File: config.mk
export PLATFORM = sky130hd
export DESIGN_NAME = dman_bit_sync
export DESIGN_NICKNAME = d
export VERILOG_FILES = /design/src/rtl/dman_bit_sync.sv
export SDC_FILE = /design/constraint.sdc
export NUM_CORES = 1
export LEC_CHECK = 0
export BUFFER_PORTS_ARGS = -buffer_cell sky130_fd_sc_hd__buf_2
export CORE_ASPECT_RATIO = 1.4
export CORE_MARGIN = 2
export CORE_UTILIZATION = 46
export CTS_BUF_LIST = sky130_fd_sc_hd__clkbuf_4 sky130_fd_sc_hd__clkbuf_8 sky130_fd_sc_hd__clkbuf_16
export DETAILED_ROUTE_END_ITERATION = 7
export PLACE_DENSITY = 0.77
export RECOVER_POWER = 50
export SYNTH_ARGS = -nofsm -noshare
export SYNTH_HDL_FRONTEND = slang
export SYNTH_SLANG_ARGS = --single-unit
File: constraint.sdc
create_clock -name s00_axis_aclk -period 2.6 [get_ports s00_axis_aclk]
set_input_delay 0.26 -clock s00_axis_aclk [delete_from_list [all_inputs] [get_ports s00_axis_aclk]]
set_output_delay 0.26 -clock s00_axis_aclk [all_outputs]
set_load 0.1 [all_outputs]
File: src/rtl/dman_bit_sync.sv
// Differential-Manchester bit synchroniser: locks to mid-bit transitions in a
// transition-flag stream, decodes bits and packs them LSB-first into AXIS bytes.
module dman_bit_sync #(
  parameter int C_S00_AXIS_TDATA_WIDTH = 32,
  parameter int C_M00_AXIS_TDATA_WIDTH = 32,
  parameter int SPB = 8,
  parameter int TOL = 1
) (
  input  logic                                  s00_axis_aclk,
  input  logic                                  s00_axis_aresetn,
  input  logic                                  s00_axis_tvalid,
  output logic                                  s00_axis_tready,
  input  logic [C_S00_AXIS_TDATA_WIDTH-1:0]     s00_axis_tdata,
  input  logic [C_S00_AXIS_TDATA_WIDTH/8-1:0]   s00_axis_tstrb,
  input  logic                                  s00_axis_tlast,
  output logic                                  m00_axis_tvalid,
  input  logic                                  m00_axis_tready,
  output logic [C_M00_AXIS_TDATA_WIDTH-1:0]     m00_axis_tdata,
  output logic [C_M00_AXIS_TDATA_WIDTH/8-1:0]   m00_axis_tstrb,
  output logic                                  m00_axis_tlast,
  output logic                                  locked,
  output logic [15:0]                           err_count
);

  localparam logic [0:0] ST_HUNT   = 1'b0;
  localparam logic [0:0] ST_LOCKED = 1'b1;
  localparam int OW = C_M00_AXIS_TDATA_WIDTH;
  localparam int SW = C_M00_AXIS_TDATA_WIDTH / 8;
  localparam logic [8:0] FULL_LO = 9'(SPB - TOL);
  localparam logic [8:0] FULL_HI = 9'(SPB + TOL);
  localparam logic [8:0] HALF_LO = 9'(SPB / 2 - TOL);
  localparam logic [8:0] HALF_HI = 9'(SPB / 2 + TOL);

  logic [0:0]  state, state_nx;
  logic [7:0]  gap, gap_nx;
  logic [2:0]  bit_cnt, bit_cnt_nx;
  logic        boundary_seen, boundary_nx;
  logic [7:0]  shreg, shreg_nx;
  logic        out_valid, out_last;
  logic [7:0]  out_byte;
  logic [15:0] err_q;
  logic        load, load_last, err_now;
  logic [7:0]  load_byte;
  logic [8:0]  g;
  logic        acc, flag, near_full, near_half;
  logic        unused_inputs;

  // Handshake: a sample moves when tvalid && tready; input is only refused
  // while a finished byte is waiting on the output, so no byte is ever lost.
  assign s00_axis_tready = !(out_valid && !m00_axis_tready);
  assign acc       = s00_axis_tvalid && s00_axis_tready;
  assign flag      = s00_axis_tdata[0];
  assign g         = {1'b0, gap} + 9'd1;
  assign near_full = (g >= FULL_LO) && (g <= FULL_HI);
  assign near_half = (g >= HALF_LO) && (g <= HALF_HI);
  assign unused_inputs = ^{s00_axis_tstrb, s00_axis_tdata[C_S00_AXIS_TDATA_WIDTH-1:1]};

  always_comb begin
    state_nx    = state;
    gap_nx      = (gap == 8'hFF) ? gap : gap + 8'd1;
    bit_cnt_nx  = bit_cnt;
    boundary_nx = boundary_seen;
    shreg_nx    = shreg;
    load        = 1'b0;
    load_byte   = shreg;
    load_last   = 1'b0;
    err_now     = 1'b0;
    if (state == ST_HUNT) begin
      if (flag) begin
        gap_nx = 8'd0;
        if (near_full) state_nx = ST_LOCKED;
      end
    end else if (flag) begin
      if (near_half) begin
        if (boundary_seen) err_now = 1'b1;
        else boundary_nx = 1'b1;
      end else if (near_full) begin
        // Mid-bit: a preceding boundary transition encodes 0.
        shreg_nx    = shreg | ({7'd0, ~boundary_seen} << bit_cnt);
        boundary_nx = 1'b0;
        gap_nx      = 8'd0;
        bit_cnt_nx  = bit_cnt + 3'd1;
        if (bit_cnt == 3'd7) begin
          load      = 1'b1;
          load_byte = shreg_nx;
          shreg_nx  = 8'd0;
        end
      end else begin
        err_now = 1'b1;
      end
    end else if (g > FULL_HI) begin
      err_now = 1'b1;
    end
    if (err_now) begin
      state_nx    = ST_HUNT;
      bit_cnt_nx  = 3'd0;
      shreg_nx    = 8'd0;
      boundary_nx = 1'b0;
      if (flag) gap_nx = 8'd0;
    end
    if (s00_axis_tlast) begin
      if (!load && bit_cnt_nx != 3'd0) begin
        load      = 1'b1;
        load_byte = shreg_nx;
      end
      load_last   = 1'b1;
      state_nx    = ST_HUNT;
      bit_cnt_nx  = 3'd0;
      shreg_nx    = 8'd0;
      boundary_nx = 1'b0;
      gap_nx      = 8'd0;
    end
  end

  always_ff @(posedge s00_axis_aclk or negedge s00_axis_aresetn) begin
    if (!s00_axis_aresetn) begin
      state         <= ST_HUNT;
      gap           <= 8'd0;
      bit_cnt       <= 3'd0;
      boundary_seen <= 1'b0;
      shreg         <= 8'd0;
      err_q         <= 16'd0;
    end else if (acc) begin
      state         <= state_nx;
      gap           <= gap_nx;
      bit_cnt       <= bit_cnt_nx;
      boundary_seen <= boundary_nx;
      shreg         <= shreg_nx;
      if (err_now && err_q != 16'hFFFF) err_q <= err_q + 16'd1;
    end
  end

  always_ff @(posedge s00_axis_aclk or negedge s00_axis_aresetn) begin
    if (!s00_axis_aresetn) begin
      out_valid <= 1'b0;
      out_byte  <= 8'd0;
      out_last  <= 1'b0;
    end else if (acc && load) begin
      out_valid <= 1'b1;
      out_byte  <= load_byte;
      out_last  <= load_last;
    end else if (out_valid && m00_axis_tready) begin
      out_valid <= 1'b0;
    end
  end

  assign m00_axis_tvalid = out_valid;
  assign m00_axis_tdata  = OW'(out_byte);
  assign m00_axis_tlast  = out_last;
  assign m00_axis_tstrb  = SW'(1);
  assign locked          = (state == ST_LOCKED);
  assign err_count       = err_q;

endmodule

# After elaboration in Yosys (flattened, before gate mapping)
# Index checks and enable logic that the tools add are counted.
classes:
  magnitude_cmp: 5
  n_reduce_logical: 18
  muxes: 56
  n_eq_ne: 3
  shift: 1
  bitwise_logic: 2
  addsub: 4
op_table:
  columns: ["cell", "n"]
  rows:
  - ["2-to-1 mux 8 bit", 23]
  - ["2-to-1 mux 1 bit", 27]
  - ["2-to-1 mux 3 bit", 6]
  - ["adder 16 x 1 -> 16 bit, second input constant", 1]
  - ["!= test 16 bit, second input constant", 1]
  - ["adder 8 x 1 -> 9 bit, second input constant", 1]
  - ["greater-or-equal comparator 9 x 2 -> 1 bit, second input constant", 1]
  - ["greater-or-equal comparator 9 x 3 -> 1 bit, second input constant", 1]
  - ["greater-than comparator 9 x 4 -> 1 bit, second input constant", 1]
  - ["<= comparator 9 x 3 -> 1 bit, second input constant", 1]
  - ["<= comparator 9 x 4 -> 1 bit, second input constant", 1]
  - ["nonzero test 3 bit", 3]
  - ["adder 8 x 1 -> 8 bit, second input constant", 1]
  - ["== test 8 bit, second input constant", 1]
  - ["logical AND 1 bit", 8]
  - ["bitwise OR 8 bit", 1]
  - ["left shift 1 x 3 -> 8 bit", 1]
  - ["AND reduction 4 bit", 1]
  - ["nonzero test 4 bit", 1]
  - ["adder 3 x 1 -> 3 bit, second input constant", 1]
  - ["== test 3 bit, second input constant", 1]
  - ["zero test 1 bit", 3]
  - ["AND reduction 2 bit", 1]
  - ["nonzero test 2 bit", 1]
  - ["NOT 1 bit", 1]
word_totals:
  in_bits: 41
  out_inout_bits: 56
  elab_cells: 98
  ff_bits: 47

# Depth between registers and ports, before layout
logic_depth:
  depth_word: 14
  mapped_depth: 10

# Worst setup path after synthesis
# Ideal clock, no wire load.
synth_path:
  path_type: "reg2reg"
  start: "register out_valid (netlist: m00_axis_tvalid)"
  end: "register err_q[12] (netlist: err_count[12])"
  required_ns: 2.444
  arrival_ns: 2.903
  slack_ns: -0.458
  setup_time_ns: 0.156
  path_stages_with_launch: 7
  cell_sequence: "dfrtp_1 -> nand2_1 -> and2_1 -> clkbuf_1 -> nand2_1 -> or4_4 -> xnor2_2"
synth_between:
  elab_chain_len: 4
synth_rtl:
  columns: ["element", "line", "rtl"]
  rows:
  - ["start, declared", "39", "logic out_valid, out_last;"]
  - ["start signal, assigned", "135", "out_valid <= 1'b0;"]
  - ["start signal, assigned", "139", "out_valid <= 1'b1;"]
  - ["start signal, assigned", "143", "out_valid <= 1'b0;"]
  - ["logical AND 1 bit", "50", "assign s00_axis_tready = !(out_valid && !m00_axis_tready);"]
  - ["zero test 1 bit", "50", null]
  - ["named net s00_axis_tready", "12", "output logic s00_axis_tready,"]
  - ["logical AND 1 bit", "51", "assign acc = s00_axis_tvalid && s00_axis_tready;"]
  - ["AND reduction 2 bit (no line)", null, null]
  - ["end signal, assigned", "129", "if (err_now && err_q != 16'hFFFF) err_q <= err_q + 16'd1;"]
  - ["end, declared", "41", "logic [15:0] err_q;"]
# The timed path passes the listed nets, and every way through them passes these cells.
# A chain may end at the register's enable or synchronous reset.

# Final worst setup path
layout_path:
  start: "register gap[0]"
  end: "register err_q[12] (netlist: err_count[12])"
layout_between:
  elab_chain_len: 9
  elab_cells_between_ends: 15
  classes_between: "add/sub: 1; order compare: 5; mux: 5; reduce/logical: 4"
layout_rtl:
  columns: ["element", "line", "rtl"]
  rows:
  - ["start, declared", "35", "logic [7:0] gap, gap_nx;"]
  - ["start signal, assigned", "125", "gap <= gap_nx;"]
  - ["adder 8 x 1 -> 9 bit *", "53", "assign g = {1'b0, gap} + 9'd1;"]
  - ["greater-or-equal comparator 9 x 3 -> 1 bit / <= comparator 9 x 4 -> 1 bit (equally long branches)", "54", "assign near_full = (g >= FULL_LO) && (g <= FULL_HI);"]
  - ["logical AND 1 bit", "54", null]
  - ["2-to-1 mux 1 bit", "77", "end else if (near_full) begin"]
  - ["2-to-1 mux 1 bit", "74", "if (near_half) begin"]
  - ["2-to-1 mux 1 bit *", "73", "end else if (flag) begin"]
  - ["2-to-1 mux 1 bit *", "68", "if (state == ST_HUNT) begin"]
  - ["logical AND 1 bit *", "129", null]
  - ["AND reduction 2 bit (no line) *", null, null]
# Every way passes the cells marked *; elsewhere a longest branch is shown, timed or not.

==> flow_summary.ini <==
[yosys]
ys_ff_latch = 47
async_flop_share_pct = 100.0
yosys_warnings = 0
syn_area_um2 = 2905
ys.flop_type = dfrtp_1
synth_area_per_cell_um2 = 9.684
syn-instance-count = 300
synth_cell_types = 58
seq_area_frac_synth_pct = 40.48
synth_edf_count = 0

[sta]
hold_viol = 0
fin_skew_ns = 0.005380
setup_tns_ns = 0
setup_violations = 0
period_share_pct = 96.65
worstMarginPinSlew_ns = 1.350
fmax_mhz = 398.0
relSlewSlack_pct = 9.991
layout_min_cycle_time_ns = 2.513
drv_slew = 0
grt_setup_unrepaired = false

[critical_path]
crit_arrival_ns = 2.71
cp-start-kind = flip-flop
worstSetupPathDepth = 9
r2r_cells = 9
r2r-start = gap[0]
slowest_stage = or4_4
critical_path_buf_inv_count = 1
slowest_delay_ns = 0.55
crit_chain = inv_1, ha_4, nor2b_1, or3_1, nand4_4, o32a_4, o21ai_2, or4_4, xnor2_2
worstSetupPathType = reg -> reg
regToRegSetupSlack_ns = 0.09
end_kind = flip-flop
worstPathMaxFanout = 4
r2r_end = err_count[12]
worst_path_dominant_cell_family = simple AND/OR/NAND/NOR gates
crit_required_ns = 2.80

[floorplan]
initial_core_util_pct = 47.10
dieHeight_um = 98.03
io_pins = 97
die_x_um = 71.17
rows = 34
dieArea_um2 = 6976
fp.coreArea_um2 = 6168

[global_routing]
gr-usage-all-layers_pct = 18.34
grt_max_degree = 25
grt_pass1_vias = 2268
grt_pass1_wl_mm = 10.41
overflow = 0
antenna_found_initial = 0

[pwr]
combPwrFrac_pct = 29.3
p_int_mw = 1.127
pwr-share-clk_pct = 29.2
cellPowerDensity_nw_per_um2 = 562.4
peakVddDrop_mv = 0.3450
swShare_pct = 40.10
p_seq_share_pct = 41.5
p_sw_uw = 754.6
p_leak_nw = 1.522

[status]
status = finished clean

[layout]
design_area_um2 = 3346
areaGrowthSynthToFinish_pct = 15.16
n_antenna_cell = 0
multi_input_comb_area_um2 = 1623
ff_latch_area_um2 = 1185
nFillCells = 551
finalNonFillerCells = 415
drive_gt1_share_pct = 23.32
final_nets = 389

[placed_design]
gp_congestion = 0.8775
postPlaceCellArea_um2 = 3118
place_inst = 405
hpwlAfterDp_mm = 4.490
port_buffers = 33

[worst_hold_path]
min_path_type = in -> reg
min_to = bit_cnt[0]
min_path_cells = 2
min-delay-start = s00_axis_tlast

[detailed_routing]
drc = 0
ant_nets = 0
drtIter0Drc = 190
via_per_inst = 5.682
wirelength_mm = 6.566
drt-wirelength-per-cell_um = 15.82
vias = 2358
dr.pass1.iters = 4

[clocking]
cts.sinks = 47
numCtsBuffers = 5
clkLatencyLatePin_ns = 0.31
cts_root_buf = clkbuf_8
ctsHtreeMaxLevel = 2
clk_pin_slew_ns = 0.09
postCtsSetupBuffers = 0
clockBufferDepth = 2
cts_tree = yes

[job]
max-cap-violations = 0
-- cell type report --
type / count / area share [%]
flip-flops and latches: 47 / 35.42
repair buffers: 48 / 8.115
clock buffers: 5 / 2.057
clock inverters: 3 / 1.309
multi-input cells: 223 / 48.50
well taps: 72 / 2.693
inverters: 17 / 1.907
-- power groups by stage --
stage	clock [mW]	combinational [mW]	sequential, mW
after floorplan	0	0.306	0.968
after global placement	0	0.527	0.792
after detailed placement	0	0.532	0.793
after CTS	0.563	0.535	0.779
after global routing	0.592	0.574	0.786
final	0.549	0.552	0.781
-- cell usage after synthesis, types with 6 or more instances --
master   number  area share [%]
nor2_1       19             2.5
ha_1          6             2.6
xnor2_1      10             3.0
and3_1        6             1.3
nor3_1       10             1.7
xor2_1        7             2.1
o21ai_0       6             1.0
a21oi_1      12             2.1
dfrtp_1      47              40
inv_1        17             2.2
nand2_1      17             2.2
a31oi_1      10             2.2
buf_4        30             7.8
nand3_1      14             2.4
mux2i_1       9             3.1
-- metal layers --
layer / global-route usage, % / wire length, um / vias to the layer above
met1: 22.28 / 2679 / 1153
met5: 0 / 0 / -
met2: 31.27 / 3429 / 90
met4: 7.692 / 106 / 0
met3: 3.612 / 351 / 10
li1: - / - / 1105
-- registers in the layout, indices dropped and copies added (netlist names) --
| name | cells |
|---|---|
| locked | 1 |
| err_count | 16 |
| shreg | 8 |
| m00_axis_tvalid | 1 |
| boundary_seen | 1 |
| gap | 8 |
| bit_cnt | 3 |
| m00_axis_tlast | 1 |
| out_byte | 8 |
-- worst max-delay path by stage --
stage / slack [ns] / to / from
2_1_floorplan: 0.001 / err_count[7] / err_count[9]
3_3_place_gp: 0.06 / shreg[0] / gap[1]
3_5_place_dp: 0.005 / shreg[1] / gap[1]
4_1_cts: 0.04 / err_count[12] / gap[1]
5_1_grt: 0.02 / out_byte[1] / gap[0]
6_report: 0.09 / err_count[12] / gap[0]
-- cells in the final DEF (no fill, tap or decap), drive strengths merged, types with 2 or more instances in the layout --
master   synthesis  final
nor4             5      5
a22o             5      5
a31oi           10     10
nor2            20     20
a311oi           2      2
and3             7      8
nor3            12     12
dfrtp           47     47
ha               6      6
clkinv           0      2
xnor2           11     11
inv             17     17
and4             4      4
o2bb2ai          2      2
and2             3      3
xor2             7      7
or3              2      2
nand3           14     14
a41oi            5      5
mux2i            9      9
a21o             3      3
clkbuf           6     21
buf             34     31
nor2b            3      3
conb             2     28
nand2           17     17
a21oi           12     12
nand4            8      8
o21ai           10     10
-- logic make-up after synthesis --
family / Yosys count / share of synthesized area, %
xor+xnor: 18 / 5.685
other cells: 2 / 0.2585
mux: 10 / 3.488
compound gates: 63 / 16.50
fa+ha+maj: 6 / 2.584
flops: 47 / 40.48
buf+inv: 57 / 11.84
simple gates: 97 / 19.17
-- per-stage QoR --
step                      util, %  total power, mW  hold slack, ns  setup slack [ns]
after global routing        54.24            1.952          0.2864           0.01588
after CTS                   52.60            1.877          0.2707           0.03964
after detailed placement    50.55            1.325          0.2844          0.004634
final                       54.24            1.882          0.2757           0.08712
after global placement      50.55            1.319          0.2811           0.06295
after floorplan                 -            1.274        -0.03559          0.001498
-- what timing repair did --
item	CTS	global route
gates cloned	0	1
setup endpoints to repair	6	32
hold buffers	1	0
pin swaps	0	2
gates resized for setup	1	21
hold endpoints to repair	23	0
Power figures use the tool's default switching activity.
